--- config.mk ---
export PLATFORM = sky130hd
export DESIGN_NAME = bp_tlb_arbiter
export DESIGN_NICKNAME = d
export VERILOG_FILES = /design/src/rtl/bp_tlb_arbiter.sv
export SDC_FILE = /design/constraint.sdc
export NUM_CORES = 1
export LEC_CHECK = 0
export CAP_MARGIN = 40
export CORE_MARGIN = 4
export CORE_UTILIZATION = 31
export CTS_CLUSTER_DIAMETER = 50
export CTS_CLUSTER_SIZE = 14
export DETAILED_ROUTE_END_ITERATION = 16
export GPL_TIMING_DRIVEN = 0
export PLACE_DENSITY = 0.74
export SYNTH_ARGS = -nofsm -noshare
export SYNTH_HDL_FRONTEND = slang
export SYNTH_SLANG_ARGS = --single-unit
--- constraint.sdc ---
create_clock -name clk_i -period 3.1 [get_ports clk_i]
set_input_delay 0.31 -clock clk_i [delete_from_list [all_inputs] [get_ports clk_i]]
set_output_delay 0.31 -clock clk_i [all_outputs]
set_load 0.005 [all_outputs]
--- src/rtl/bp_tlb_arbiter.sv ---
// Shares one TLB port among the fetch and load/store lookups, page-walker
// fills and sfence flushes. Tracks one outstanding miss toward the walker.
module bp_tlb_arbiter #(
  parameter int vtag_width_p  = 27,
  parameter int entry_width_p = 34
) (
  input  logic                      clk_i,
  input  logic                      reset_i,

  input  logic [1:0]                req_v_i,
  input  logic [2*vtag_width_p-1:0] req_vtag_i,
  output logic [1:0]                req_ready_o,

  output logic                      resp_v_o,
  output logic                      resp_id_o,
  output logic                      resp_hit_o,
  output logic [entry_width_p-1:0]  resp_entry_o,

  output logic                      miss_v_o,
  output logic [vtag_width_p-1:0]   miss_vtag_o,

  input  logic                      fill_v_i,
  input  logic [vtag_width_p-1:0]   fill_vtag_i,
  input  logic [entry_width_p-1:0]  fill_entry_i,
  output logic                      fill_ready_o,

  input  logic                      sfence_v_i,
  output logic                      sfence_ready_o,

  output logic                      tlb_v_o,
  output logic                      tlb_w_o,
  output logic                      tlb_flush_o,
  output logic [vtag_width_p-1:0]   tlb_vtag_o,
  output logic [entry_width_p-1:0]  tlb_entry_o,
  input  logic                      tlb_v_i,
  input  logic [entry_width_p-1:0]  tlb_entry_i
);

  typedef enum logic {IDLE, MISS} state_e;

  state_e                    state_q;
  logic                      miss_v_q;
  logic                      miss_id_q;
  logic [vtag_width_p-1:0]   miss_vtag_q;
  logic                      reset_q;
  logic                      last_q;
  logic                      pend_v_q;
  logic                      pend_id_q;
  logic [vtag_width_p-1:0]   pend_vtag_q;

  logic                      blk;
  logic                      flush_acc;
  logic                      fill_acc;
  logic [1:0]                elig;
  logic [1:0]                grant;
  logic                      gnt_id;
  logic [vtag_width_p-1:0]   gnt_vtag;

  // Arbitration: flush beats fill beats lookup; lookups round-robin.
  // Everything is held off during reset and the cycle right after it.
  always_comb begin
    blk       = reset_i | reset_q;
    flush_acc = ~blk & sfence_v_i & ~miss_v_q;
    fill_acc  = ~blk & fill_v_i & ~flush_acc;
    elig[0]   = ~blk & req_v_i[0] & ~(miss_v_q & ~miss_id_q);
    elig[1]   = ~blk & req_v_i[1] & ~(miss_v_q &  miss_id_q);
    grant     = '0;
    gnt_id    = 1'b0;
    if (~flush_acc & ~fill_acc) begin
      gnt_id        = (&elig) ? ~last_q : elig[1];
      grant[gnt_id] = |elig;
    end
    gnt_vtag = gnt_id ? req_vtag_i[2*vtag_width_p-1:vtag_width_p]
                      : req_vtag_i[vtag_width_p-1:0];

    req_ready_o    = grant;
    sfence_ready_o = flush_acc;
    fill_ready_o   = fill_acc;
    tlb_flush_o    = flush_acc;
    tlb_w_o        = fill_acc;
    tlb_v_o        = fill_acc | (|grant);
    tlb_vtag_o     = fill_acc ? fill_vtag_i : gnt_vtag;
    tlb_entry_o    = fill_entry_i;

    resp_v_o       = pend_v_q & ~blk;
    resp_id_o      = pend_id_q;
    resp_hit_o     = tlb_v_i;
    resp_entry_o   = tlb_entry_i;
    miss_v_o       = miss_v_q & ~blk;
    miss_vtag_o    = miss_vtag_q;
  end

  // Delayed reset used to hold the block quiet for one extra cycle.
  always_ff @(posedge clk_i) begin
    reset_q <= reset_i;
  end

  // Read pipeline and round-robin pointer: the TLB answers one cycle later.
  always_ff @(posedge clk_i) begin
    if (reset_i) begin
      pend_v_q    <= 1'b0;
      pend_id_q   <= 1'b0;
      pend_vtag_q <= '0;
      last_q      <= 1'b1;
    end else begin
      pend_v_q    <= |grant;
      pend_id_q   <= gnt_id;
      pend_vtag_q <= gnt_vtag;
      if (|grant) last_q <= gnt_id;
    end
  end

  // Miss tracking: first miss seen while idle is owned until its fill lands.
  always_ff @(posedge clk_i) begin
    if (reset_i) begin
      state_q     <= IDLE;
      miss_v_q    <= 1'b0;
      miss_id_q   <= 1'b0;
      miss_vtag_q <= '0;
    end else begin
      case (state_q)
        IDLE: if (pend_v_q & ~tlb_v_i) begin
          state_q     <= MISS;
          miss_v_q    <= 1'b1;
          miss_id_q   <= pend_id_q;
          miss_vtag_q <= pend_vtag_q;
        end
        MISS: if (fill_acc && fill_vtag_i == miss_vtag_q) begin
          state_q  <= IDLE;
          miss_v_q <= 1'b0;
        end
        default: begin
          state_q  <= IDLE;
          miss_v_q <= 1'b0;
        end
      endcase
    end
  end

endmodule

==> flow_summary.yaml, run 1 <==
global_route:
  grt_pass1_wl_um: 25500
  track_usage: 0.221
  grt_max_degree: 12
  antenna_found_initial: 0
  overflow: 0
  first_global_vias: 4748
cells_and_area:
  final_util: 0.545
  stdcell_count: 920
  nets: 903
  n_antenna_cell: 0
  layout-drive-gt1-share: 0.142
  fill_cells: 1122
  areaGrowthSynthToFinish_pct: 69.1
synth:
  syn_inst: 516
  yosys-top-cells-count: "a21oi_1, buf_4, dfxtp_1"
  yosys_warnings: 0
  ys_types: 33
  yosys-top-cells-area: "dfxtp_1, buf_4, a21oi_1"
  syn_area_per_cell_um2: 7.66
  synthFlopType: "dfxtp_1"
  ys_ff_latch: 61
  mappedNetlistNets: 672
  synth_edf_count: 0
  async_reset_ff_frac: 0
  yosysSeqAreaShare: 0.309
  synth_top_area_frac: 0.309
  syn-cell-area_um2: 3950
  synth.most_common_cell: "a21oi_1"
  yosysTopAreaCell: "dfxtp_1"
power_and_ir_drop:
  leakagePower_nw: 2.42
  p_sw_frac: 0.255
  power.switching_w: 0.000633
  p_comb_frac: 0.253
  p_per_area_nw_per_um2: 372
  pwr-share-clk: 0.417
  p_seq_frac: 0.329
  ir_drop_v: 0.000293
  intPower_w: 0.00185
clocking:
  htreeDepth: 3
  cts.clk_slew.worst_paths_ns: 0.06
  cts_buffers: 9
  cts_tree: "done"
  clk_latency_ns: 0.32
  root_buffer: "clkbuf_16"
  max-clock-path-buffers: 2
  hold_buffers: 0
  clock-sinks: 61
timing:
  rsz0062_at_grt: "false"
  slew_headroom: 0.576
  fin_setup_tns_ns: 0
  setup_slack_ns: 0.0707
  setup_viol: 0
  worst_pin_slew_ns: 0.636
  finalCritPeriodShare: 0.977
  slew_viol_final: 0
  fmax_mhz: 330
  period_needed_ns: 3.03
  finalHoldViolations: 0
  fin_skew_ns: 0.00942
drt:
  final_antenna_net_count: 0
  avgViaCountPerCell: 5.17
  via_count: 4759
  routedWlPerCell_um: 19.1
  dr.first_iter.drc_count: 323
  routed_wl_um: 17600
  remaining_drc_errors: 0
  first_pass_iters: 5
placed_design:
  numPortBuffers: 220
  dpl_worst_slack_ns: 0.0160
  dp_hpwl_um: 13700
  placed_cells: 904
  place_congestion: 0.891
die:
  core_um2: 12300
  dieWidth_um: 121
  die_y_um: 121
  start_util: 0.322
  fp.dieArea_um2: 14600
  rows: 40
  ios: 289
flow_run:
  cap_violations: 0
worst_hold_path:
  hold_path.class: "flop to flop"
outcome:
  status: "completed"
critical_path:
  cp-start-kind: "primary input"
  cp.required_ns: 2.79
  endpoint_kind: "output port"
  cp_data_arrival_time_ns: 2.72
  critPathMaxFanout: 10
  worstSetupPathType: "primary input to output port"
registers in the layout, summed over array words and instances, names as in the netlist:
register / flops
miss_id_q: 1
pend_vtag_q: 27
miss_vtag_o: 27
reset_q: 1
miss_v_q: 1
state_q: 1
pend_v_q: 1
last_q: 1
resp_id_o: 1
critical path, cell delays in order:
cell and delay (ns):
clkdlybuf4s50_1 0.41, buf_2 0.15, or2_4 0.26, buf_6 0.16, nor2_4 0.28, clkbuf_4 0.30
o22ai_1 0.10, a21oi_1 0.20, clkdlybuf4s50_1 0.54
routing by layer:
metal,GRT usage,vias up,routed length [um]
li1,-,2202,-
met1,0.268,2232,6860
met2,0.387,296,8920
met3,0.0448,29,1490
met4,0.0758,0,292
met5,0,-,0
cells in the final DEF, fill, tap and decap left out, types with 2 or more instances in the layout:
master,netlist,routed
o22ai_1,27,27
clkdlybuf4s50_1,0,220
or3_1,27,27
clkbuf_1,24,23
nand4_1,7,7
nand3b_1,2,2
nor4_1,2,2
clkbuf_16,0,9
a21oi_1,83,83
mux2i_1,28,28
buf_4,73,73
dfxtp_1,61,61
xnor2_1,27,27
o21ai_1,4,4
clkinvlp_4,0,2
inv_1,4,4
nor2_1,6,6
a211oi_1,2,2
buf_2,11,9
nand3_1,30,30
clkbuf_8,0,2
nand2_1,60,60
and2_1,2,2
clkbuf_4,0,2
o21ai_0,23,23
power groups by stage:
stage,logic (W),registers [W],clock network (W)
finish,0.000629,0.000818,0.00104
global route,0.000666,0.000820,0.00108
CTS,0.000629,0.000818,0.00105
detailed placement,0.000626,0.000835,0
global placement,0.000617,0.000834,0
floorplan,0.000255,0.000832,0
final cells by class:
type	instances	area (um^2)	share of cell area
Buffer	110	714	0.107
Clock buffer	11	253	0.0378
Clock inverter	5	58.8	0.00880
Inverter	5	18.8	0.00281
Multi-Input combinational cell	340	2000	0.300
Sequential cell	61	1220	0.183
Tap cell	168	210	0.0315
Timing Repair Buffer	220	2200	0.330
logic make-up (layout without fill, tap and decap cells):
kind of cell    Yosys count  after routing  synth area share
mux                      28             28            0.0710
xor+xnor                 27             27            0.0599
flops                    61             61             0.309
compound gates          141            141             0.190
buf+inv                 115            351             0.184
simple gates            144            144             0.186
through the flow:
stage	instance area [um^2]	hold slack, ns	total power [W]
after floorplan	3950	0.338	0.00109
after global placement	6360	0.419	0.00145
after detailed placement	6360	0.428	0.00146
after CTS	6670	0.435	0.00249
after global routing	6680	0.446	0.00257
final	6680	0.427	0.00248
path summary, 6_finish.rpt:
kind,from,end,slack (ns),cells past startpoint
setup / recovery,reset_i,tlb_vtag_o[17],0.07,9
hold / removal,pend_vtag_q[26],miss_vtag_o[26],0.43,2
setup reg to reg,miss_v_q,pend_vtag_q[13],1.14,6
hold reg to reg,pend_vtag_q[26],miss_vtag_o[26],0.43,2
timing repair:
| item | 4_1_cts | 5_1_grt |
|---|---|---|
| setup buffers | 0 | 0 |
| endpoints found under the setup margin | 0 | 13 |
| gates resized for setup | 0 | 4 |
Note: power is estimated with default switching activity, not from simulation.
==> run 2: changes to the inputs <==
--- a/config.mk
+++ b/config.mk
@@ -6,12 +6,14 @@
 export NUM_CORES = 1
 export LEC_CHECK = 0
 export CAP_MARGIN = 40
+export CORE_ASPECT_RATIO = 1.2
 export CORE_MARGIN = 4
 export CORE_UTILIZATION = 31
 export CTS_CLUSTER_DIAMETER = 50
 export CTS_CLUSTER_SIZE = 14
 export DETAILED_ROUTE_END_ITERATION = 16
 export GPL_TIMING_DRIVEN = 0
+export HOLD_SLACK_MARGIN = 0.12
 export PLACE_DENSITY = 0.74
 export SYNTH_ARGS = -nofsm -noshare
 export SYNTH_HDL_FRONTEND = slang
==> run 2 against run 1 <==
Effect of this change: first-iteration DRC count decreased by 20%; power fell by 2.3%; critical path depth stayed put; hold slack improved by 0.0061 ns; clock-buffer cell count stayed put; worst setup slack improved by 0.051 ns; largest cell class unchanged; largest power group unchanged.
==> flow_summary.yaml, run 2 (synthesis results as in run 1) <==
critical_path:
  worst_path_most_repeated_cell: "clkdlybuf4s50_1"
  cp.required_ns: 2.79
  cp_slowest_cell: "clkdlybuf4s50_1"
  slowest_delay_ns: 0.54
  endpoint_kind: "output port"
  cp_data_arrival_time_ns: 2.67
  worstSetupPathType: "primary input to output port"
  cp-start-kind: "primary input"
  path_cells: "clkdlybuf4s50_1, buf_2, or2_4, buf_6, nor2_4, buf_4, o22ai_1, a21oi_1, clkdlybuf4s50_1"
  critPathMaxFanout: 10
die:
  dieWidth_um: 111
  start_util: 0.322
  die_y_um: 132
  ios: 289
  rows: 44
  core_um2: 12300
  fp.dieArea_um2: 14600
timing:
  fin_skew_ns: 0.00955
  finalCritPeriodShare: 0.961
  finalHoldViolations: 0
  whs_ns: 0.434
  slew_viol_final: 0
  rsz0062_at_grt: "false"
  fin_setup_tns_ns: 0
  worst_pin_slew_ns: 0.656
  setup_viol: 0
  setup_slack_ns: 0.121
  fmax_mhz: 336
  slew_headroom: 0.563
  period_needed_ns: 2.98
power_and_ir_drop:
  power.switching_w: 0.000604
  ir_drop_v: 0.000206
  pwr-share-clk: 0.403
  p_comb_frac: 0.260
  intPower_w: 0.00182
  p_sw_frac: 0.249
  p_per_area_nw_per_um2: 365
  leakagePower_nw: 2.42
  p_seq_frac: 0.337
clocking:
  cts.clk_slew.worst_paths_ns: 0.06
  clk_latency_ns: 0.32
  max-clock-path-buffers: 2
  cts_buffers: 9
  cts_tree: "done"
  root_buffer: "clkbuf_16"
  cts_setup_buffers: 0
  clock-sinks: 61
  htreeDepth: 3
placed_design:
  dpl_worst_slack_ns: -0.121
  numPortBuffers: 220
  placed_cells: 897
  place_congestion: 0.880
  dp_hpwl_um: 13800
flow_run:
  cap_violations: 0
drt:
  avgViaCountPerCell: 5.18
  remaining_drc_errors: 0
  via_count: 4725
  dr.first_iter.drc_count: 259
  first_pass_iters: 5
  routed_wl_um: 17600
  final_antenna_net_count: 0
  routedWlPerCell_um: 19.3
cells_and_area:
  areaGrowthSynthToFinish_pct: 68.5
  final_common_cell: "clkdlybuf4s50_1"
  stdcell_count: 912
  nets: 903
  n_antenna_cell: 0
  final_cell_mix: "clkdlybuf4s50_1, a21oi_1, buf_4"
  layout-drive-gt1-share: 0.140
global_route:
  antenna_found_initial: 0
  first_global_vias: 4901
  overflow: 0
  track_usage: 0.232
  grt_max_degree: 11
  grt_pass1_wl_um: 27200
worst_hold_path:
  hold_path.class: "flop to flop"
outcome:
  status: "completed"
==> run 2: critical path, delay by kind of cell <==
kind / cells / cell delay, ns
compound gates: 2 / 0.29
buf+inv: 5 / 1.54
simple gates: 2 / 0.52
==> run 2: path summary, 6_finish.rpt <==
check	start	end	slack (ns)	depth (start not counted)
setup / recovery	reset_i	tlb_vtag_o[10]	0.12	9
hold / removal	pend_vtag_q[14]	miss_vtag_o[14]	0.43	2
setup reg to reg	miss_v_q	pend_vtag_q[4]	1.20	6
hold reg to reg	pend_vtag_q[14]	miss_vtag_o[14]	0.43	2
==> run 2: routing by layer <==
layer | wire, um | track usage | up-vias
met4 | 544 | 0.0980 | 0
met5 | 0 | 0 | -
li1 | - | - | 2200
met3 | 1530 | 0.0547 | 31
met2 | 9040 | 0.422 | 300
met1 | 6440 | 0.257 | 2194
==> run 2: power groups by stage <==
stage	combinational, W	sequential [W]	clock, W
final	0.000630	0.000818	0.000979
after global routing	0.000676	0.000820	0.00103
after CTS	0.000633	0.000818	0.000995
after detailed placement	0.000630	0.000834	0
after global placement	0.000624	0.000834	0
after floorplan	0.000255	0.000832	0
==> run 2: final cells by class <==
class / instances / area, um^2
timing repair buffer: 220 / 2200
inverter: 5 / 18.8
clock inverter: 4 / 48.8
tap: 161 / 201
multi-input combinational: 340 / 2000
fill: 1166 / 5620
clock buffer: 11 / 243
sequential: 61 / 1220
buffer: 110 / 717
==> run 2: stage by stage <==
step / cell area (um^2) / utilization / total power (W)
after floorplan: 3950 / - / 0.00109
final: 6650 / 0.542 / 0.00243
after CTS: 6650 / 0.541 / 0.00245
after global routing: 6650 / 0.542 / 0.00252
after global placement: 6350 / 0.518 / 0.00146
after detailed placement: 6350 / 0.518 / 0.00146
==> run 2: timing repair <==
item	in CTS	in global routing
pin swaps	0	1
hold buffers	0	0
endpoints found under the setup margin	9	15
gates cloned	0	0
gates resized for setup	1	4
